==> config.mk <==
export PLATFORM = sky130hd
export DESIGN_NAME = calc_time_arbiter_flat
export DESIGN_NICKNAME = d
export VERILOG_FILES = /design/src/rtl/calc_time_arbiter_if.sv /design/src/rtl/calc_time_arbiter.sv /design/src/flat_wrapper.sv
export SDC_FILE = /design/constraint.sdc
export NUM_CORES = 1
export LEC_CHECK = 0
export CORE_AREA = 2 2 578 580
export DETAILED_ROUTE_END_ITERATION = 10
export DIE_AREA = 0 0 580 582
export MAX_ROUTING_LAYER = met4
export REMOVE_ABC_BUFFERS = 1
export SLEW_MARGIN = 20
export SYNTH_ARGS = -nofsm -noshare
export SYNTH_HDL_FRONTEND = slang
export SYNTH_SLANG_ARGS = --single-unit
==> constraint.sdc <==
create_clock -name clk -period 4 [get_ports clk]
set_clock_uncertainty 0.15 [all_clocks]
set_input_delay 0.6 -clock clk [delete_from_list [all_inputs] [get_ports clk]]
set_output_delay 0.6 -clock clk [all_outputs]
set_load 0.01 [all_outputs]
==> src/rtl/calc_time_arbiter_if.sv <==
// Signal bundle between the calc_time arbiter, its requesters and the shared core.
interface calc_time_arbiter_if #(
    parameter int N_REQ = 5
);
    logic [N_REQ-1:0]     req;
    logic [N_REQ*160-1:0] params_in;
    logic                 core_start;
    logic [159:0]         core_params;
    logic [255:0]         core_timing;
    logic                 core_finish;
    logic [N_REQ-1:0]     grant;
    logic [N_REQ-1:0]     done;
    logic [N_REQ-1:0]     error;
    logic [255:0]         result;
    logic                 busy;

    modport slave (
        input  req, params_in, core_timing, core_finish,
        output core_start, core_params, grant, done, error, result, busy
    );

    modport master (
        output req, params_in, core_timing, core_finish,
        input  core_start, core_params, grant, done, error, result, busy
    );
endinterface

==> src/rtl/calc_time_arbiter.sv <==
// Round-robin sharing of one calc_time core between N_REQ requesters, with a
// settle gap between jobs, per-job timeout and abort when a requester drops req.
module calc_time_arb_lane (
    input  logic clk,
    input  logic reset,
    input  logic load_i,
    input  logic sel_i,
    input  logic end_ok_i,
    input  logic end_err_i,
    input  logic end_any_i,
    output logic grant_o,
    output logic done_o,
    output logic error_o
);
    logic grant_q, grant_d;
    logic done_q, done_d;
    logic error_q, error_d;

    // done/error are qualified by this lane's grant so only the owner pulses
    always_comb begin
        grant_d = grant_q;
        if (load_i && sel_i) grant_d = 1'b1;
        else if (end_any_i)  grant_d = 1'b0;
        done_d  = end_ok_i  && grant_q;
        error_d = end_err_i && grant_q;
    end

    always_ff @(posedge clk or negedge reset) begin
        if (!reset) begin
            grant_q <= 1'b0;
            done_q  <= 1'b0;
            error_q <= 1'b0;
        end else begin
            grant_q <= grant_d;
            done_q  <= done_d;
            error_q <= error_d;
        end
    end

    assign grant_o = grant_q;
    assign done_o  = done_q;
    assign error_o = error_q;
endmodule

module calc_time_arbiter #(
    parameter int          N_REQ      = 5,
    parameter int unsigned GAP_CYCLES = 20,
    parameter logic [31:0] TIMEOUT    = 32'd1000000
) (
    input logic clk,
    input logic reset,
    calc_time_arbiter_if.slave bus
);
    localparam int IW = $clog2(N_REQ);
    localparam logic [IW-1:0] PTR_RST = IW'(N_REQ - 1);
    localparam logic [15:0]   GAP_LD  = 16'(GAP_CYCLES);

    localparam logic [1:0] S_IDLE = 2'd0;
    localparam logic [1:0] S_RUN  = 2'd1;
    localparam logic [1:0] S_GAP  = 2'd2;

    logic [1:0]    state_q, state_d;
    logic [IW-1:0] ptr_q, ptr_d;
    logic [31:0]   tcnt_q, tcnt_d;
    logic [15:0]   gcnt_q, gcnt_d;
    logic          start_q, start_d;
    logic          busy_q, busy_d;
    logic [159:0]  cparams_q, cparams_d;
    logic [255:0]  result_q, result_d;

    logic [IW-1:0] win;
    logic          any_req;
    logic          load, end_ok, end_err, end_any;
    logic [N_REQ-1:0] grant_v, done_v, error_v;

    // First set req bit after ptr, wrapping; scanning far-to-near lets the
    // nearest candidate overwrite the others.
    always_comb begin
        int idx;
        idx     = 0;
        win     = ptr_q;
        any_req = |bus.req;
        for (int k = N_REQ; k >= 1; k--) begin
            idx = int'(ptr_q) + k;
            if (idx >= N_REQ) idx = idx - N_REQ;
            if (bus.req[idx]) win = idx[IW-1:0];
        end
    end

    always_comb begin
        state_d   = state_q;
        ptr_d     = ptr_q;
        tcnt_d    = tcnt_q;
        gcnt_d    = gcnt_q;
        start_d   = start_q;
        busy_d    = busy_q;
        cparams_d = cparams_q;
        result_d  = result_q;
        load      = 1'b0;
        end_ok    = 1'b0;
        end_err   = 1'b0;
        end_any   = 1'b0;
        case (state_q)
            S_IDLE: begin
                if (any_req) begin
                    load      = 1'b1;
                    ptr_d     = win;
                    cparams_d = bus.params_in[int'(win)*160 +: 160];
                    start_d   = 1'b1;
                    tcnt_d    = 32'd0;
                    busy_d    = 1'b1;
                    state_d   = S_RUN;
                end
            end
            S_RUN: begin
                // ptr holds the current owner; abort outranks finish outranks timeout
                if (!bus.req[ptr_q]) begin
                    end_any = 1'b1;
                end else if (bus.core_finish) begin
                    end_ok   = 1'b1;
                    end_any  = 1'b1;
                    result_d = bus.core_timing;
                end else if (tcnt_q == TIMEOUT - 32'd1) begin
                    end_err = 1'b1;
                    end_any = 1'b1;
                end else begin
                    tcnt_d = tcnt_q + 32'd1;
                end
                if (end_any) begin
                    start_d = 1'b0;
                    gcnt_d  = GAP_LD;
                    state_d = S_GAP;
                end
            end
            S_GAP: begin
                // leave only once the core has dropped finish from the last job
                if (gcnt_q != 16'd0) begin
                    gcnt_d = gcnt_q - 16'd1;
                end else if (!bus.core_finish) begin
                    busy_d  = 1'b0;
                    state_d = S_IDLE;
                end
            end
            default: state_d = S_IDLE;
        endcase
    end

    always_ff @(posedge clk or negedge reset) begin
        if (!reset) begin
            state_q   <= S_IDLE;
            ptr_q     <= PTR_RST;
            tcnt_q    <= 32'd0;
            gcnt_q    <= 16'd0;
            start_q   <= 1'b0;
            busy_q    <= 1'b0;
            cparams_q <= '0;
            result_q  <= '0;
        end else begin
            state_q   <= state_d;
            ptr_q     <= ptr_d;
            tcnt_q    <= tcnt_d;
            gcnt_q    <= gcnt_d;
            start_q   <= start_d;
            busy_q    <= busy_d;
            cparams_q <= cparams_d;
            result_q  <= result_d;
        end
    end

    for (genvar i = 0; i < N_REQ; i++) begin : g_lane
        calc_time_arb_lane u_lane (
            .clk       (clk),
            .reset     (reset),
            .load_i    (load),
            .sel_i     (win == IW'(i)),
            .end_ok_i  (end_ok),
            .end_err_i (end_err),
            .end_any_i (end_any),
            .grant_o   (grant_v[i]),
            .done_o    (done_v[i]),
            .error_o   (error_v[i])
        );
    end

    assign bus.core_start  = start_q;
    assign bus.core_params = cparams_q;
    assign bus.result      = result_q;
    assign bus.busy        = busy_q;
    assign bus.grant       = grant_v;
    assign bus.done        = done_v;
    assign bus.error       = error_v;
endmodule

==> src/flat_wrapper.sv <==
// flat-port wrapper written by rule: the top's interface ports become plain ports
module calc_time_arbiter_flat 
#(
    parameter int          N_REQ      = 5,
    parameter int unsigned GAP_CYCLES = 20,
    parameter logic [31:0] TIMEOUT    = 32'd1000000
)
  (clk, reset, bus_req, bus_params_in, bus_core_timing, bus_core_finish, bus_core_start, bus_core_params, bus_grant, bus_done, bus_error, bus_result, bus_busy);
  calc_time_arbiter_if #(.N_REQ(N_REQ)) bus_i ();
  input logic clk;
  input logic reset;
  input wire logic [$bits(bus_i.req)-1:0] bus_req;
  input wire logic [$bits(bus_i.params_in)-1:0] bus_params_in;
  input wire logic [$bits(bus_i.core_timing)-1:0] bus_core_timing;
  input wire logic [$bits(bus_i.core_finish)-1:0] bus_core_finish;
  output wire logic [$bits(bus_i.core_start)-1:0] bus_core_start;
  output wire logic [$bits(bus_i.core_params)-1:0] bus_core_params;
  output wire logic [$bits(bus_i.grant)-1:0] bus_grant;
  output wire logic [$bits(bus_i.done)-1:0] bus_done;
  output wire logic [$bits(bus_i.error)-1:0] bus_error;
  output wire logic [$bits(bus_i.result)-1:0] bus_result;
  output wire logic [$bits(bus_i.busy)-1:0] bus_busy;
  assign bus_i.req = bus_req;
  assign bus_i.params_in = bus_params_in;
  assign bus_i.core_timing = bus_core_timing;
  assign bus_i.core_finish = bus_core_finish;
  assign bus_core_start = bus_i.core_start;
  assign bus_core_params = bus_i.core_params;
  assign bus_grant = bus_i.grant;
  assign bus_done = bus_i.done;
  assign bus_error = bus_i.error;
  assign bus_result = bus_i.result;
  assign bus_busy = bus_i.busy;
  calc_time_arbiter #(.N_REQ(N_REQ), .GAP_CYCLES(GAP_CYCLES), .TIMEOUT(TIMEOUT)) u_core (.clk(clk), .reset(reset), .bus(bus_i));
endmodule
==> impl_metrics.py, run 1 <==
metrics = {
    "run_status": {
        "status": "finished, violations left",
        "violations": "setup timing",
    },
    "power": {
        "seqPwrFrac": 0.105,
        "combPwrFrac": 0.805,
        "clock_power_share": 0.090,
        "power.density_nw_per_um2": 1540,
        "switchingPower_mw": 41.0,
        "p_sw_frac": 0.482,
        "peakVddDrop_uv": 1550,
        "intPower_mw": 44.0,
        "p_leak_nw": 21.6,
    },
    "sta": {
        "setup_violations": 52,
        "setup_slack_ns": -0.0750,
        "finalCritPeriodShare": 1.02,
        "fin_crit_ns": 4.08,
        "max_freq_mhz": 245,
        "fin_setup_tns_ns": -1.79,
        "max_slew_margin": 0.419,
        "worstMarginPinSlew_ns": 0.869,
        "finalMaxSlewViolations": 0,
        "rsz0062_at_grt": "true",
        "final-hold-violation-count": 0,
    },
    "setup_path": {
        "cp_max_fo": 21,
        "path_class": "reg2reg",
        "end_kind": "flip-flop",
        "cp-start-kind": "flip-flop",
        "cp_data_arrival_time_ns": 4.62,
        "critPathRequiredTime_ns": 4.55,
    },
    "logic_synthesis": {
        "synth_cells": 2547,
        "ys_ff_latch": 486,
        "synth_top_family_by_area": "multiplexers",
        "yosys.area.top_type": "dfrtp_1",
        "synthAdderAreaFrac": 0.00884,
        "synth_mux_area_frac": 0.206,
        "synthTopCellsByCount": "dfrtp_1, mux2_2, a21oi_1",
        "synth-compound-area-share": 0.157,
        "yosys_most_used_dff": "dfrtp_1",
        "syn_area_um2": 26300,
        "yosys.area_share.simple": 0.116,
        "synth.top_cell.area_share": 0.461,
        "ys_async_sr_fraction": 1.00,
        "yosysWarnings": 0,
        "synthDistinctLibCells": 76,
        "synth_edf_count": 0,
        "synth_xor_area_frac": 0.00965,
        "synth_most_common_cell": "dfrtp_1",
        "post_synth.cell_area_avg_um2": 10.3,
        "synth_seq_area_share": 0.462,
        "synth.top_cells.by_area": "dfrtp_1, mux2_2, a21oi_1, mux2i_1, nand2_1",
    },
    "clock_tree": {
        "cts_tree": "yes",
        "clk_pin_slew_ns": 0.06,
        "cts_htree_levels": 3,
        "clock-sinks": 486,
        "clock_path_buffers": 4,
        "insertion_delay_ns": 0.77,
        "cts_buffers": 81,
        "root_buffer": "clkbuf_16",
    },
    "die": {
        "die_y_um": 582,
        "die-area_um2": 338000,
        "start_util": 0.0793,
        "die_w_um": 580,
        "core_area_um2": 332000,
        "rows": 212,
        "ios": 1497,
    },
    "global_route": {
        "gr-total-overflow": 0,
        "antenna_found_initial": 401,
        "grt_pass1_wl_um": 404000,
        "grt_start_max_net_pins": 88,
        "grt_pass1_vias": 29700,
        "grt_usage": 0.199,
    },
    "drt": {
        "firstDrtPassIters": 5,
        "drtIter0Drc": 2258,
        "wire_per_inst_um": 37.8,
        "wl_um": 343000,
        "drc": 0,
        "ant_nets": 0,
        "viasPerCell": 3.33,
        "via_count": 30300,
    },
    "final_layout": {
        "post-route-util": 0.166,
        "nNetsFinal": 5404,
        "layout-drive-gt1-share": 0.255,
        "syn_to_final_growth_pct": 110,
        "fin_area_um2": 55200,
    },
    "placed_design": {
        "place_congestion": 0.968,
        "io_buffers": 1496,
        "dp_hpwl_um": 299000,
        "postPlaceCellArea_um2": 49100,
    },
    "run": {
        "maxCapViolCount": 0,
    },
    "min_path": {
        "hold_class": "in2reg",
    },
}
## layer usage
layer,share of wire,wire length (um),global-route usage
met1,0.37,126000,0.209
met2,0.41,141000,0.280
met3,0.18,60100,0.152
met4,0.046,15800,0.0760
met5,0,0,-
## cells in the final DEF, fill, tap and decap left out, drive strengths merged, types with 70 or more instances in the layout
cell	n
clkdlybuf4s50	1494
buf	387
nand2	296
dfrtp	485
nor2	157
mux2	348
a21o	70
a21oi	305
mux2i	140
clkbuf	122
o21ai	136
and3	98
diode	310
## state kept, by name, indices dropped and copies added (netlist names)
register / flops
u_core.bus.result: 256
u_core.bus.core_start: 1
u_core.bus.busy: 1
u_core.g_lane.u_lane.done_o: 5
u_core.state_q: 2
u_core.g_lane.u_lane.error_o: 5
u_core.g_lane.u_lane.grant_o: 5
u_core.gcnt_q: 16
u_core.ptr_q: 3
u_core.bus.core_params: 160
u_core.tcnt_q: 32
## final timing paths
check	start	endpoint	slack (ns)	cells past startpoint
setup reg to reg	u_core.ptr_q[0]$_DFFE_PN0P_	u_core.bus.core_params[9]$_DFFE_PN0P_	-0.08	18
min in group asynchronous	reset	u_core.ptr_q[0]$_DFFE_PN0P_	0.26	2
setup / recovery	u_core.ptr_q[0]$_DFFE_PN0P_	u_core.bus.core_params[9]$_DFFE_PN0P_	-0.08	18
hold reg to reg	u_core.bus.result[183]$_DFFE_PN0P_	u_core.bus.result[183]$_DFFE_PN0P_	0.35	1
max in group asynchronous	reset	u_core.bus.core_params[89]$_DFFE_PN0P_	2.43	3
hold / removal	bus_params_in[645]	u_core.bus.core_params[5]$_DFFE_PN0P_	0.21	2
## cell type report
cell class	count	area [um^2]
Clock buffer	103	2220
Sequential cell	486	12200
Tap cell	4387	5490
Fill cell	37000	277000
Antenna cell	310	776
Clock inverter	41	488
Timing Repair Buffer	1903	19800
Multi-Input combinational cell	1827	14200
Inverter	23	91.3
## critical path, stage by stage, from the launching register on
cell and delay (ns):
dfrtp_1 0.41, inv_2 0.08, buf_6 0.14, ha_4 0.28
buf_4 0.12, a21oi_1 0.04, and3_1 0.21, nor4_4 0.35
nor4_1 0.10, a2111o_1 0.47, a31oi_4 0.25, nor2_4 0.08
buf_12 0.15, buf_6 0.13, or3_4 0.34, buf_12 0.16
buf_12 0.18, o221ai_2 0.17, a21o_1 0.11
## power groups by stage
| stage | logic, mW | registers, mW | clock network, mW |
|---|---|---|---|
| 2_1_floorplan | 11.6 | 9.46 | 0 |
| 3_3_place_gp | 54.4 | 8.91 | 0 |
| 3_5_place_dp | 54.3 | 8.94 | 0 |
| 4_1_cts | 60.4 | 8.91 | 7.96 |
| 5_1_grt | 71.8 | 9.17 | 8.07 |
| 6_report | 68.4 | 8.92 | 7.67 |
## stage by stage
| stage | setup WS, ns | total power, mW | hold slack (ns) | std cells |
|---|---|---|---|---|
| 2_1_floorplan | -9.55 | 21.1 | 0.154 | 2336 |
| 3_3_place_gp | -1.03 | 63.3 | 0.336 | 8538 |
| 3_5_place_dp | -0.908 | 63.2 | 0.342 | 8538 |
| 4_1_cts | -0.0374 | 77.3 | 0.135 | 8723 |
| 5_1_grt | -0.191 | 89.1 | 0.172 | 9059 |
| 6_report | -0.0750 | 85.0 | 0.207 | 9080 |
## logic make-up after synthesis
logic type | Yosys count
compound gates | 627
mux | 492
buf+inv | 234
flops | 486
fa+ha+maj | 18
xor+xnor | 29
simple gates | 661
## what timing repair did
| item | in CTS | in global routing |
|---|---|---|
| hold buffers | 1 | 0 |
| resized for setup | 91 | 225 |
| endpoints found under the hold margin | 31 | 0 |
| pin swaps | 14 | 43 |
| cloned | 7 | 22 |
| buffers inserted | 33 | 33 |
| setup endpoints to repair | 159 | 162 |
Power figures use the tool's default switching activity.
==> inputs of run 2 (changes only) <==
--- a/config.mk
+++ b/config.mk
@@ -5,9 +5,9 @@
 export SDC_FILE = /design/constraint.sdc
 export NUM_CORES = 1
 export LEC_CHECK = 0
-export CORE_AREA = 2 2 578 580
+export CORE_AREA = 2 2 581 583
 export DETAILED_ROUTE_END_ITERATION = 10
-export DIE_AREA = 0 0 580 582
+export DIE_AREA = 0 0 583 585
 export MAX_ROUTING_LAYER = met4
 export REMOVE_ABC_BUFFERS = 1
 export SLEW_MARGIN = 20
==> constraint.sdc (replaced) <==
create_clock -name clk -period 4.3 [get_ports clk]
set_clock_uncertainty 0.15 [all_clocks]
set_input_delay 0.645 -clock clk [delete_from_list [all_inputs] [get_ports clk]]
set_output_delay 0.645 -clock clk [all_outputs]
set_load 0.01 [all_outputs]
==> impl_metrics.py, run 2 <==
metrics = {
    "die": {
        "die_w_um": 583,
        "rows": 213,
        "ios": 1497,
        "die_y_um": 585,
        "start_util": 0.0785,
    },
    "logic_synthesis": {
        "synthTopCellsByCount": "dfrtp_1, mux2_2, a21oi_1",
        "synth_seq_area_share": 0.462,
        "synth.top_cell.area_share": 0.461,
        "ys_async_sr_fraction": 1.00,
        "yosys.area.top_type": "dfrtp_1",
        "yosysWarnings": 0,
        "yosys_most_used_dff": "dfrtp_1",
        "synthDistinctLibCells": 76,
        "synth_most_common_cell": "dfrtp_1",
        "ys_ff_latch": 486,
        "post_synth.cell_area_avg_um2": 10.3,
        "synth.top_cells.by_area": "dfrtp_1, mux2_2, a21oi_1, mux2i_1, nand2_1",
        "synth_edf_count": 0,
        "synth_cells": 2547,
        "syn_area_um2": 26300,
    },
    "sta": {
        "worst_endpoint": "u_core.bus.core_params[15]$_DFFE_PN0P_/D",
        "endpoint_type": "register input",
    },
    "clock_tree": {
        "clock-sinks": 486,
        "root_buffer": "clkbuf_16",
        "clock_path_buffers": 4,
        "cts_buffers": 80,
        "cts_htree_levels": 3,
    },
    "global_route": {
        "grt_pass1_vias": 29000,
        "antenna_found_initial": 395,
        "gr-total-overflow": 0,
        "grt_pass1_wl_um": 397000,
        "grt_start_max_net_pins": 82,
        "grt_usage": 0.194,
    },
    "placed_design": {
        "dp_hpwl_um": 298000,
        "io_buffers": 1496,
        "place_congestion": 0.943,
    },
    "run_status": {
        "error": "[ERROR DRT-0255] Maze Route cannot find path of net bus_params_in[684] in worker of routeBox ( 531300 289800 ) ( 583000 338100 ).",
        "status": "stopped before the end",
        "haltStage": "5_2_route",
    },
}
## run 2: cell counts after synthesis
No cell type changed its count.
## run 2: per-layer routing
metal / GRT usage
met1: 0.209
met2: 0.279
met3: 0.141
met4: 0.0567
met5: -
## run 2: cells by family after synthesis
| kind of cell | Yosys count | share of synthesized area |
|---|---|---|
| simple gates | 661 | 0.116 |
| compound gates | 627 | 0.157 |
| mux | 492 | 0.206 |
| flops | 486 | 0.462 |
| buf+inv | 234 | 0.0411 |
| xor+xnor | 29 | 0.00965 |
| fa+ha+maj | 18 | 0.00884 |
## run 2: what timing repair did
item | CTS | global route
setup buffers | 1 | 14
endpoints found under the setup margin | 87 | 146
gates resized for setup | 6 | 35
hold endpoints to repair | 46 | 0
hold buffers | 1 | 0
gates cloned | 0 | 1
pin swaps | 0 | 4
## run 2: per-stage QoR
step                 util  std cells  setup WS (ns)  instance area (um^2)  setup TNS, ns
global route        0.156       8931       -0.00850                 52300        -0.0168
detailed placement  0.145       8521         -0.326                 48700         -14.27
global placement    0.145       8521         -0.330                 48700         -14.19
floorplan               -       2336          -9.30                 25300       -2457.55
CTS                 0.153       8659         0.0438                 51300              0
==> inputs of run 3 (changes only) <==
--- a/config.mk
+++ b/config.mk
@@ -8,7 +8,7 @@
 export CORE_AREA = 2 2 581 583
 export DETAILED_ROUTE_END_ITERATION = 10
 export DIE_AREA = 0 0 583 585
-export MAX_ROUTING_LAYER = met4
+export PLACE_DENSITY_LB_ADDON = 0.15
 export REMOVE_ABC_BUFFERS = 1
 export SLEW_MARGIN = 20
 export SYNTH_ARGS = -nofsm -noshare
==> impl_metrics.py, run 3 (synthesis results as in run 1) <==
metrics = {
    "run_status": {
        "status": "finished, final reports clean",
    },
    "setup_path": {
        "cp-start-kind": "flip-flop",
        "slowest_delay_ns": 0.43,
        "critPathRequiredTime_ns": 4.78,
        "cp_cell_sequence": "buf_6 -> buf_12 -> ha_4 -> nor2b_1 -> buf_4 -> o2111a_1 -> nor4_4 -> nor4_2 -> a2111o_1 -> a31oi_4 -> nor2_4 -> buf_12 -> buf_8 -> buf_16 -> buf_12 -> buf_4 -> mux2_1 -> a21oi_1 -> a21oi_1",
        "critPathTopFamily": "buffers and inverters",
        "cp_max_fo": 14,
        "path_class": "reg2reg",
        "end_kind": "flip-flop",
        "rrSetupSlack_ns": 0.12,
        "crit_slowest_cell": "dfrtp_2",
        "cp_data_arrival_time_ns": 4.67,
        "critPathBufInv": 8,
        "cpMostUsedCell": "buf_12",
    },
    "global_route": {
        "gr-total-overflow": 0,
        "grt_start_max_net_pins": 84,
        "grt_pass1_wl_um": 351000,
        "grt_usage": 0.160,
        "grt_pass1_vias": 30100,
        "antenna_found_initial": 310,
    },
    "power": {
        "intPower_mw": 35.6,
        "power.density_nw_per_um2": 1340,
        "seqPwrFrac": 0.118,
        "peakVddDrop_uv": 860,
        "combPwrFrac": 0.779,
        "p_sw_frac": 0.494,
        "p_leak_nw": 20.8,
        "switchingPower_mw": 34.8,
        "clock_power_share": 0.103,
    },
    "clock_tree": {
        "insertion_delay_ns": 0.74,
        "cts_htree_levels": 3,
        "clk_pin_slew_ns": 0.06,
        "root_buffer": "clkbuf_16",
        "clock_path_buffers": 4,
        "clock-sinks": 486,
        "cts_tree": "yes",
        "cts_buffers": 85,
    },
    "drt": {
        "wire_per_inst_um": 32.5,
        "viasPerCell": 3.30,
        "drtIter0Drc": 1432,
        "ant_nets": 0,
        "wl_um": 286000,
        "via_count": 29000,
        "drc": 0,
        "firstDrtPassIters": 5,
    },
    "final_layout": {
        "layout_commonest_cell": "clkdlybuf4s50_1",
        "largest_reg_flops": 256,
        "layout-drive-gt1-share": 0.209,
        "layout_common_cells": "clkdlybuf4s50_1, dfrtp_1, mux2_2",
        "nNetsFinal": 5317,
        "syn_to_final_growth_pct": 99.5,
        "fin_area_um2": 52500,
    },
    "sta": {
        "finalCritPeriodShare": 0.973,
        "finalMaxSlewViolations": 0,
        "max_slew_margin": 0.431,
        "fin_crit_ns": 4.18,
        "setup_slack_ns": 0.116,
        "rsz0062_at_grt": "true",
        "final-hold-violation-count": 0,
        "setup_violations": 0,
        "max_freq_mhz": 239,
        "worstMarginPinSlew_ns": 0.854,
    },
    "die": {
        "start_util": 0.0785,
        "die_y_um": 585,
        "rows": 213,
        "die_w_um": 583,
        "core_area_um2": 335000,
        "ios": 1497,
        "die-area_um2": 341000,
    },
    "placed_design": {
        "dp_hpwl_um": 244000,
        "io_buffers": 1496,
        "place_ws_ns": -0.689,
        "postPlaceCellArea_um2": 48800,
        "place_congestion": 0.838,
    },
    "min_path": {
        "hold_class": "in2reg",
    },
    "run": {
        "maxCapViolCount": 0,
    },
}
-- run 3: area by class of cell --
class / instances / area (um^2)
diodes: 80 / 200
inverters: 23 / 86.3
repair buffers: 1812 / 18300
clock inverters: 19 / 307
multi-input cells: 1827 / 13500
well taps: 4407 / 5510
fillers: 37600 / 283000
clock buffers: 124 / 2490
flip-flops and latches: 486 / 12200
-- run 3: path summary, 6_finish.rpt --
path                                              startpoint  cells past startpoint                                       to
setup / recovery                 u_core.ptr_q[0]$_DFFE_PN0P_                     19  u_core.bus.core_params[126]$_DFFE_PN0P_
hold / removal                           bus_core_timing[15]                      2        u_core.bus.result[15]$_DFFE_PN0P_
setup reg to reg                 u_core.ptr_q[0]$_DFFE_PN0P_                     19  u_core.bus.core_params[126]$_DFFE_PN0P_
hold reg to reg            u_core.bus.result[96]$_DFFE_PN0P_                      1        u_core.bus.result[96]$_DFFE_PN0P_
max in group asynchronous                              reset                      3       u_core.bus.result[247]$_DFFE_PN0P_
min in group asynchronous                              reset                      2   u_core.bus.core_params[90]$_DFFE_PN0P_
-- run 3: per-stage QoR --
stage | instances | TNS, ns | power (mW) | utilization | hold slack [ns]
6_report | 8778 | 0 | 70.4 | 0.157 | 0.250
3_5_place_dp | 8535 | -39.47 | 60.7 | 0.146 | 0.341
3_3_place_gp | 8535 | -38.78 | 60.7 | 0.146 | 0.337
2_1_floorplan | 2336 | -2457.55 | 20.0 | - | 0.199
4_1_cts | 8688 | 0 | 70.1 | 0.155 | 0.145
5_1_grt | 8705 | -0.104 | 74.8 | 0.156 | 0.201
-- run 3: repair_timing --
item                                    4_1_cts  5_1_grt
hold buffers                                  1        0
pin swaps                                     2       10
hold endpoints to repair                     31        0
endpoints found under the setup margin      160      139
buffers inserted                              7        4
gates resized for setup                      43       50
gates cloned                                  2        6
-- run 3: layer usage --
| metal | vias to the layer above | wire length, um | part of all wire | GRT usage |
|---|---|---|---|---|
| met5 | - | 1590 | 0.0056 | 0 |
| met4 | 240 | 6060 | 0.021 | 0.0304 |
| met3 | 514 | 37100 | 0.13 | 0.0974 |
| met2 | 1403 | 130000 | 0.46 | 0.259 |
| met1 | 14200 | 111000 | 0.39 | 0.180 |
| li1 | 12600 | - | - | - |
-- run 3: power groups by stage --
stage               Clock [mW]  Sequential [mW]  Combinational [mW]
floorplan                    0             8.81                11.2
global placement             0             8.36                52.4
detailed placement           0             8.39                52.4
CTS                       7.64             8.34                54.1
global route              7.75             8.58                58.5
finish                    7.25             8.31                54.8
